--- src/rtl/maria_dll_pkg.sv ---
// Shared types for the MARIA Display List List fetch engine.
// Optional shadow-entry prefetch is enabled by defining MARIA_DLL_PREFETCH_EN.
package maria_dll_pkg;

  localparam int unsigned DLL_ENTRY_BYTES = 3;

  // ST_PROMOTE is only reachable when the prefetch build is enabled.
  typedef enum logic [2:0] {
    ST_IDLE,
    ST_FETCH0,
    ST_FETCH1,
    ST_FETCH2,
    ST_ACTIVE,
    ST_PROMOTE
  } dll_state_t;

  typedef enum logic [1:0] {
    LD_IDLE,
    LD_WAIT,
    LD_REQ
  } ld_state_t;

  typedef struct packed {
    logic        dli;
    logic        h16;
    logic        h8;
    logic [3:0]  offset;
    logic [15:0] dl_ptr;
  } dll_entry_t;

endpackage

--- src/rtl/maria_dll_entry_loader.sv ---
// Runs the 3-byte request/ack sequence for one DLL entry from a start address.
// Shared by demand fetches and (with MARIA_DLL_PREFETCH_EN) shadow prefetches.
module maria_dll_entry_loader
  import maria_dll_pkg::*;
#(
  parameter int unsigned ADDR_W = 16
) (
  input  logic              clk_sys,
  input  logic              reset,
  input  logic              start,
  input  logic              abort,
  input  logic [ADDR_W-1:0] start_addr,
  output logic              mem_req,
  output logic [ADDR_W-1:0] mem_addr,
  input  logic              mem_ack,
  input  logic [7:0]        mem_data,
  output logic              byte_ack,
  output logic              done,
  output dll_entry_t        entry
);

  ld_state_t         st, st_n;
  logic [1:0]        idx, idx_n;
  logic [ADDR_W-1:0] addr_n;
  logic [6:0]        b0, b0_n;   // byte0 without its unused bit 4
  logic [7:0]        b1, b1_n;

  assign mem_req  = (st == LD_REQ);
  assign byte_ack = mem_req && mem_ack && !start && !abort;
  assign done     = byte_ack && (idx == 2'd2);
  // The final byte is taken straight off the bus so the entry lands on the ack edge.
  assign entry    = '{dli: b0[6], h16: b0[5], h8: b0[4], offset: b0[3:0],
                      dl_ptr: {b1, mem_data}};

  always_comb begin
    st_n   = st;
    idx_n  = idx;
    addr_n = mem_addr;
    b0_n   = b0;
    b1_n   = b1;
    if (start) begin
      st_n   = LD_WAIT;
      idx_n  = '0;
      addr_n = start_addr;
    end else if (abort) begin
      st_n = LD_IDLE;
    end else begin
      case (st)
        LD_WAIT: st_n = LD_REQ;
        LD_REQ: begin
          if (mem_ack) begin
            if (idx == 2'd0) b0_n = {mem_data[7:5], mem_data[3:0]};
            if (idx == 2'd1) b1_n = mem_data;
            if (idx == 2'd2) begin
              st_n = LD_IDLE;
            end else begin
              st_n   = LD_WAIT;
              idx_n  = idx + 2'd1;
              addr_n = mem_addr + ADDR_W'(1);
            end
          end
        end
        default: st_n = LD_IDLE;
      endcase
    end
  end

  always_ff @(posedge clk_sys) begin
    if (reset) begin
      st       <= LD_IDLE;
      idx      <= '0;
      mem_addr <= '0;
      b0       <= '0;
      b1       <= '0;
    end else begin
      st       <= st_n;
      idx      <= idx_n;
      mem_addr <= addr_n;
      b0       <= b0_n;
      b1       <= b1_n;
    end
  end

endmodule

--- src/rtl/maria_dll_fetch.sv ---
// MARIA DLL walker: fetches 3-byte DLL entries and presents the current zone.
// Define MARIA_DLL_PREFETCH_EN to add a shadow entry prefetched during each zone.
module maria_dll_fetch
  import maria_dll_pkg::*;
#(
  parameter int unsigned ADDR_W = 16
) (
  input  logic              clk_sys,
  input  logic              reset,
  input  logic              dma_en,
  input  logic [ADDR_W-1:0] zp,
  input  logic              start_frame,
  input  logic              line_done,
  output logic              mem_req,
  output logic [ADDR_W-1:0] mem_addr,
  input  logic              mem_ack,
  input  logic [7:0]        mem_data,
  output logic              entry_valid,
  output logic [15:0]       dl_ptr,
  output logic [3:0]        zone_offset,
  output logic              dli,
  output logic              h16,
  output logic              h8,
  output logic              busy,
  output logic              late
);

  localparam logic [ADDR_W-1:0] STEP = ADDR_W'(DLL_ENTRY_BYTES);

  dll_state_t        st, st_n;
  logic [ADDR_W-1:0] dll_addr, dll_n;
  dll_entry_t        cur, cur_n;
  logic              ev_n, late_n;

  logic              ld_start, ld_abort, ld_byte_ack, ld_done;
  logic [ADDR_W-1:0] ld_addr;
  dll_entry_t        ld_entry;

`ifdef MARIA_DLL_PREFETCH_EN
  dll_entry_t        shadow, shadow_n;
  logic              shv, shv_n;
`endif

  maria_dll_entry_loader #(.ADDR_W(ADDR_W)) u_loader (
    .clk_sys   (clk_sys),
    .reset     (reset),
    .start     (ld_start),
    .abort     (ld_abort),
    .start_addr(ld_addr),
    .mem_req   (mem_req),
    .mem_addr  (mem_addr),
    .mem_ack   (mem_ack),
    .mem_data  (mem_data),
    .byte_ack  (ld_byte_ack),
    .done      (ld_done),
    .entry     (ld_entry)
  );

  assign busy        = mem_req;
  assign dl_ptr      = cur.dl_ptr;
  assign zone_offset = cur.offset;
  assign dli         = cur.dli;
  assign h16         = cur.h16;
  assign h8          = cur.h8;

  always_comb begin
    st_n     = st;
    dll_n    = dll_addr;
    cur_n    = cur;
    ev_n     = entry_valid;
    late_n   = late;
    ld_start = 1'b0;
    ld_abort = 1'b0;
    ld_addr  = dll_addr;
`ifdef MARIA_DLL_PREFETCH_EN
    shadow_n = shadow;
    shv_n    = shv;
`endif
    if (line_done && !entry_valid) late_n = 1'b1;

    if (!dma_en) begin
      st_n     = ST_IDLE;
      ev_n     = 1'b0;
      ld_abort = 1'b1;
`ifdef MARIA_DLL_PREFETCH_EN
      shv_n    = 1'b0;
`endif
    end else if (start_frame) begin
      st_n     = ST_FETCH0;
      dll_n    = zp;
      late_n   = 1'b0;
      ev_n     = 1'b0;
      ld_start = 1'b1;
      ld_addr  = zp;
`ifdef MARIA_DLL_PREFETCH_EN
      shv_n    = 1'b0;
`endif
    end else begin
      case (st)
        ST_FETCH0: if (ld_byte_ack) st_n = ST_FETCH1;
        ST_FETCH1: if (ld_byte_ack) st_n = ST_FETCH2;
        ST_FETCH2: begin
          if (ld_done) begin
            cur_n = ld_entry;
            ev_n  = 1'b1;
            dll_n = dll_addr + STEP;
            st_n  = ST_ACTIVE;
`ifdef MARIA_DLL_PREFETCH_EN
            ld_start = 1'b1;
            ld_addr  = dll_addr + STEP;
`endif
          end
        end
        ST_ACTIVE: begin
`ifdef MARIA_DLL_PREFETCH_EN
          if (ld_done) begin
            shadow_n = ld_entry;
            shv_n    = 1'b1;
            dll_n    = dll_addr + STEP;
          end
`endif
          if (line_done) begin
            if (cur.offset != 4'd0) begin
              cur_n.offset = cur.offset - 4'd1;
            end else begin
`ifdef MARIA_DLL_PREFETCH_EN
              // A prefetch finishing on the zone-end edge is promoted directly.
              if (shv) begin
                cur_n    = shadow;
                shv_n    = 1'b0;
                ld_start = 1'b1;
                ld_addr  = dll_addr;
              end else if (ld_done) begin
                cur_n    = ld_entry;
                shv_n    = 1'b0;
                ld_start = 1'b1;
                ld_addr  = dll_addr + STEP;
              end else begin
                ev_n = 1'b0;
                st_n = ST_PROMOTE;
              end
`else
              ev_n     = 1'b0;
              st_n     = ST_FETCH0;
              ld_start = 1'b1;
              ld_addr  = dll_addr;
`endif
            end
          end
        end
`ifdef MARIA_DLL_PREFETCH_EN
        ST_PROMOTE: begin
          if (ld_done) begin
            cur_n    = ld_entry;
            ev_n     = 1'b1;
            dll_n    = dll_addr + STEP;
            st_n     = ST_ACTIVE;
            ld_start = 1'b1;
            ld_addr  = dll_addr + STEP;
          end
        end
`endif
        default: st_n = st;
      endcase
    end
  end

  always_ff @(posedge clk_sys) begin
    if (reset) begin
      st          <= ST_IDLE;
      dll_addr    <= '0;
      cur         <= '0;
      entry_valid <= 1'b0;
      late        <= 1'b0;
`ifdef MARIA_DLL_PREFETCH_EN
      shadow      <= '0;
      shv         <= 1'b0;
`endif
    end else begin
      st          <= st_n;
      dll_addr    <= dll_n;
      cur         <= cur_n;
      entry_valid <= ev_n;
      late        <= late_n;
`ifdef MARIA_DLL_PREFETCH_EN
      shadow      <= shadow_n;
      shv         <= shv_n;
`endif
    end
  end

endmodule

--- config.mk ---
export PLATFORM = sky130hd
export DESIGN_NAME = maria_dll_fetch
export DESIGN_NICKNAME = d
export VERILOG_FILES = /design/src/rtl/maria_dll_pkg.sv /design/src/rtl/maria_dll_entry_loader.sv /design/src/rtl/maria_dll_fetch.sv
export SDC_FILE = /design/constraint.sdc
export NUM_CORES = 1
export LEC_CHECK = 0
export CAP_MARGIN = 20
export CELL_PAD_IN_SITES_DETAIL_PLACEMENT = 1
export CELL_PAD_IN_SITES_GLOBAL_PLACEMENT = 1
export CORE_MARGIN = 2
export CORE_UTILIZATION = 28
export CTS_CLUSTER_SIZE = 16
export DETAILED_ROUTE_END_ITERATION = 6
export GPL_ROUTABILITY_DRIVEN = 0
export GPL_TIMING_DRIVEN = 0
export PLACE_DENSITY = 0.58
export SLEW_MARGIN = 20
export SYNTH_ARGS = -nofsm -noshare
export SYNTH_HDL_FRONTEND = slang
export SYNTH_HIERARCHICAL = 1
export SYNTH_SLANG_ARGS = --single-unit
--- constraint.sdc ---
create_clock -name clk_sys -period 8.8 [get_ports clk_sys]
set_input_delay 1.32 -clock clk_sys [delete_from_list [all_inputs] [get_ports clk_sys]]
set_output_delay 1.32 -clock clk_sys [all_outputs]
set_load 0.02 [all_outputs]
==> qor.yml, run 1 <==
status:
  status: "complete, no violations"
layout:
  nNetsFinal: 673
  drive_gt1_share_pct: 6.57
  area_delta_synth_final_pct: 28.8
  n_antenna_cell: 0
  fillers: 1833
  design_area_um2: 5470
  utilization_pct: 36.4
routing:
  drc: 0
  viasPerCell: 5.18
  vias: 4283
  wl_per_cell_um: 18.2
  dr.pass1.iters: 4
  drtIter0Drc: 206
  routed_wirelength_mm: 15.1
  ant_nets: 0
clock_tree:
  cts_hold_buf: 0
  cts_tree: "done"
  numCtsBuffers: 9
  clkLatencyLatePin_ps: 340
  clkSinkCount: 79
  root_buffer: "clkbuf_16"
  post_cts_buffers: 0
  clock_path_buffers: 2
  clk_pin_slew_ps: 70
  cts_max_level: 3
  cts_resized: 0
placement:
  port_buffers: 71
  place_hpwl_mm: 11.0
  post_dp_cell_area_um2: 5190
critical_path:
  path_delay_family: "buffers and inverters"
  crit_path_max_fanout: 11
  crit_top_cell: "clkbuf_1"
  worst-setup-path-type: "input pin to flip-flop"
  worstSetupStartpointType: "input pin"
  slowest_stage: "o21ai_1"
  reg2reg_from: "st[0]"
  reg2reg_to: "dll_addr[8]"
  worstPathCellList: "clkdlybuf4s50_1, clkbuf_1, clkbuf_1, a21oi_1, nor2_1, clkbuf_1, and4bb_2, clkbuf_1, clkbuf_1, and2_1, buf_2, and4b_1, clkbuf_1, o21ai_1, o22ai_1, a211oi_1"
  startpoint: "start_frame"
  reg2regPathDepth: 15
  crit_end: "dll_addr[8]"
  worst-path-buf-inv: 8
  critPathArrivalTime_ps: 6340
  timing.reg2reg.setup_slack_ps: 3860
  crit_cells: 16
  cp-end-kind: "flip-flop"
  required_ps: 9060
  max_stage_delay_ps: 700
synth:
  async_flop_share_pct: 0
  ys_top_cells_by_count: "nand2_1, dfxtp_1, a21oi_1"
  synth.area.top_cells: "dfxtp_1, nand2_1, a21oi_1, nand3_1, ha_1"
  synth_seq_area_share_pct: 37.2
  synth_cell_types: 63
  synth_most_common_cell: "nand2_1"
  yosys_warnings: 6
  synth_area_leader_cell: "dfxtp_1"
  synth_nets: 591
  synth_edf_count: 0
  yosysTopAreaCellShare_pct: 37.2
  syn_inst: 552
  ys.flop_type: "dfxtp_1"
  syn_area_um2: 4250
  synth-seq-cells: 79
  synth.avg_cell_area_um2: 7.70
timing:
  fmax_mhz: 164
  tns_ps: 0
  hold_viol: 0
  min_period_ps: 6090
  slew_headroom_pct: 44.4
  tightest_slew_ps: 829
  slew_violations: 0
  rsz0062_at_grt: "false"
  setup_viol: 0
  finalCritPeriodShare_pct: 69.2
  skew_ps: 5.86
global_routing:
  gr-total-overflow: 0
  grt_pass1_wl_mm: 23.8
  grt_usage_pct: 18.7
  antenna_found_initial: 0
  grt_max_degree: 14
  grt_pass1_vias: 4342
floorplan:
  io_pins: 73
  start_util_pct: 28.3
  die_w_um: 127
  rows: 45
  die_area_um2: 16200
  die_y_um: 127
  core_area_um2: 15000
power_and_ir_drop:
  ir_worst_vdd_uv: 80.6
  pwr_density_cell_nw_per_um2: 154
  p_leak_uw: 0.00185
run:
  maxCapViolCount: 0
min_path:
  hold_path.class: "flip-flop to flip-flop"
-- registers in the layout (all words and copies together) (netlist names), 3 cells and up --
signal and cells:
dl_ptr 16, dll_addr 16, st 3, u_loader/b0 7, u_loader/b1 8, u_loader/mem_addr 16
zone_offset 4
-- layer usage --
metal	wire length, um	up-vias	GRT usage, %
met1	7630	2078	26.4
met5	0	-	0
met3	428	18	2.55
met2	6780	70	29.5
li1	-	2117	-
met4	239	0	6.21
-- final cells by class --
type	count	area, um^2	area share, %
multi-input cells	407	2360	43.2
inverters	22	82.6	1.51
flip-flops and latches	79	1580	28.9
well taps	188	235	4.30
clock inverters	4	30.0	0.549
clock buffers	12	246	4.51
repair buffers	71	711	13.0
plain buffers	44	219	4.00
-- report_power, final --
part	internal [uW]	switching [uW]	total, uW
Sequential	367	13.2	381
Clock	200	162	363
Combinational	42.6	57.7	100
-- cell usage in the layout, fill, tap and decap left out, types with 5 or more instances in the layout --
| cell | netlist | final |
|---|---|---|
| xnor2_1 | 7 | 7 |
| clkbuf_1 | 29 | 31 |
| o31ai_1 | 6 | 6 |
| nor3_1 | 17 | 17 |
| a311oi_1 | 5 | 5 |
| nand4_1 | 5 | 5 |
| a21oi_1 | 47 | 47 |
| ha_1 | 9 | 9 |
| inv_1 | 20 | 20 |
| nor4_1 | 11 | 11 |
| a31oi_1 | 10 | 10 |
| xor2_1 | 6 | 6 |
| or3_1 | 5 | 5 |
| buf_4 | 10 | 10 |
| clkdlybuf4s50_1 | 0 | 71 |
| dfxtp_1 | 79 | 79 |
| clkbuf_16 | 0 | 9 |
| nand2_1 | 114 | 114 |
| nand2b_1 | 6 | 6 |
| a211oi_1 | 14 | 14 |
| nand3_1 | 30 | 30 |
| o21ai_0 | 16 | 16 |
| and4_1 | 5 | 5 |
| nor2_1 | 29 | 29 |
-- metrics by stage --
| step | hold WS (ps) | instances | total power, uW | worst slack (ps) |
|---|---|---|---|---|
| 2_1_floorplan | 432 | 552 | 438 | 4360 |
| 3_3_place_gp | 447 | 811 | 487 | 2380 |
| 3_5_place_dp | 446 | 811 | 489 | 2400 |
| 4_1_cts | 455 | 827 | 853 | 2740 |
| 5_1_grt | 478 | 827 | 876 | 2330 |
| 6_report | 455 | 827 | 844 | 2710 |
-- how the worst min path moves through the flow --
stage	startpoint	end	slack, ps	depth (start not counted)
after floorplan	u_loader/b0[1]	u_loader/b0[1]	430	2
after global placement	dl_ptr[13]	dl_ptr[13]	450	2
after detailed placement	dl_ptr[11]	dl_ptr[11]	450	2
after CTS	dl_ptr[11]	dl_ptr[11]	460	2
after global routing	dl_ptr[14]	dl_ptr[14]	480	2
final	dl_ptr[11]	dl_ptr[11]	460	2
-- kinds of logic after synthesis --
| kind of cell | synth area share (%) |
|---|---|
| flip-flops | 37.2 |
| buffers and inverters | 7.10 |
| AO/OA/AOI/OAI | 18.9 |
| multiplexers | 1.00 |
| adder cells (fa/ha/maj) | 2.65 |
| XOR/XNOR | 2.68 |
| AND/OR/NAND/NOR | 30.5 |
-- tightest hold or removal path, stage by stage (launching register included) --
cell and delay [ps]:
dfxtp_1 310, nand2_1 50, a21oi_1 50
No activity file was read; power rests on OpenSTA's default activity.
==> run 2: changes to the inputs <==
Clock period 8.8 ns to 5.72 ns, I/O delays scaled along.
==> run 2 against run 1 <==
Against the previous run:
- register-to-register slack lost 3000 ps
- utilization is essentially flat
- combinational power grew 54%
- die area is the same
- hold slack is essentially flat
- sequential share of layout area is essentially flat
- critical path depth is the same
- design area is essentially flat
- flip-flop and latch count is the same
- global-route usage is the same
- count of clock-buffer cells in the layout is the same
- critical endpoint unchanged
- largest cell class unchanged
- largest power group unchanged
==> qor.yml, run 2 (synthesized netlist as in run 1, its figures left out) <==
status:
  status: "complete, no violations"
layout:
  drive_gt1_share_pct: 6.90
  multi_input_area_um2: 2360
  fillers: 1831
  nNetsFinal: 672
  final_common_cell: "nand2_1"
  area_delta_synth_final_pct: 28.7
  final_cell_mix: "nand2_1, dfxtp_1, clkdlybuf4s50_1"
  n_antenna_cell: 0
  seqCellArea_um2: 1580
routing:
  vias: 4292
  drtIter0Drc: 221
  viasPerCell: 5.20
  wl_per_cell_um: 18.2
  drc: 0
  dr.pass1.iters: 4
  routed_wirelength_mm: 15.0
  ant_nets: 0
timing:
  fmax_mhz: 186
  rsz0062_at_grt: "false"
  hold_viol: 0
  finalCritPeriodShare_pct: 94.2
  setup_viol: 0
  min_period_ps: 5390
  tightest_slew_ps: 836
  slew_headroom_pct: 43.9
  slew_violations: 0
  setup_ws_ps: 330
  skew_ps: 6.41
global_routing:
  grt_max_degree: 14
  grt_usage_pct: 18.7
  grt_pass1_vias: 4342
  grt_pass1_wl_mm: 23.8
  antenna_found_initial: 0
  gr-total-overflow: 0
clock_tree:
  clock_path_buffers: 2
  clk_pin_slew_ps: 70
  clkLatencyLatePin_ps: 340
  cts_tree: "done"
  cts_hold_buf: 0
  cts_max_level: 3
  numCtsBuffers: 9
  clkSinkCount: 79
  post_cts_buffers: 0
  root_buffer: "clkbuf_16"
placement:
  place_hpwl_mm: 11.0
  pre_cts_ws_ps: -218
  port_buffers: 71
critical_path:
  worstSetupStartpointType: "input pin"
  worst-setup-path-type: "input pin to flip-flop"
  worstPathCellList: "clkdlybuf4s50_1, clkbuf_1, clkbuf_2, a21oi_1, nor2_1, clkbuf_1, and4bb_2, clkbuf_1, clkbuf_2, and2_1, buf_2, and4b_1, clkbuf_1, o21ai_1, o22ai_1, a211oi_1"
  max_stage_delay_ps: 710
  required_ps: 5970
  path_delay_family: "buffers and inverters"
  slowest_stage: "o21ai_1"
  critPathArrivalTime_ps: 5640
  worst-path-buf-inv: 8
  cp-end-kind: "flip-flop"
  crit_top_cell: "clkbuf_1"
  crit_path_max_fanout: 11
floorplan:
  start_util_pct: 28.3
  die_y_um: 127
  die_w_um: 127
  die_area_um2: 16200
  rows: 45
  io_pins: 73
  core_area_um2: 15000
power_and_ir_drop:
  pwr_density_cell_nw_per_um2: 237
  p_leak_uw: 0.00186
  ir_worst_vdd_uv: 124
  finalPower_uw: 1300
run:
  maxCapViolCount: 0
min_path:
  hold_path.class: "flip-flop to flip-flop"
## run 2: metal layers
layer	up-vias	global-route usage (%)	share of wire, %
met5	-	0	0
met4	0	6.21	1.7
met3	18	2.55	2.8
met2	69	29.5	45
met1	2088	26.4	50
li1	2117	-	-
## run 2: worst min-delay path, stage by stage, from the launching register on
cell and delay [ps]:
dfxtp_1 310, nand2_1 50, a21oi_1 50
## run 2: final cells by class
type | count | share of cell area (%)
Multi-Input combinational cell | 407 | 43.2
Tap cell | 188 | 4.30
Clock inverter | 4 | 0.549
Sequential cell | 79 | 28.9
Buffer | 43 | 3.98
Timing Repair Buffer | 71 | 13.0
Clock buffer | 12 | 4.51
Inverter | 22 | 1.51
## run 2: final timing paths
path	from	end	slack [ps]	depth (start not counted)
hold reg to reg	dl_ptr[11]	dl_ptr[11]	460	2
hold / removal	dl_ptr[11]	dl_ptr[11]	460	2
setup / recovery	start_frame	dll_addr[8]	330	16
setup reg to reg	st[2]	dll_addr[8]	890	15
## run 2: power by group
part | switching, uW | internal, uW | total [uW]
Combinational | 88.6 | 65.6 | 154
Clock | 248 | 308 | 556
Sequential | 20.3 | 565 | 586
Total | 357 | 939 | 1300
## run 2: metrics by stage
stage / hold slack, ps / cell area, um^2 / utilization [%] / setup TNS [ps] / cells
2_1_floorplan: 432 / 4250 / - / 0 / 552
3_3_place_gp: 447 / 5190 / 34.5 / -3350 / 811
3_5_place_dp: 446 / 5190 / 34.5 / -2660 / 811
4_1_cts: 455 / 5470 / 36.4 / 0 / 827
5_1_grt: 478 / 5470 / 36.4 / 0 / 826
6_report: 455 / 5470 / 36.4 / 0 / 826
## run 2: repair_timing
action / CTS / global route
endpoints found under the hold margin: 0 / 0
setup endpoints to repair: 0 / 21
resized for setup: 0 / 4
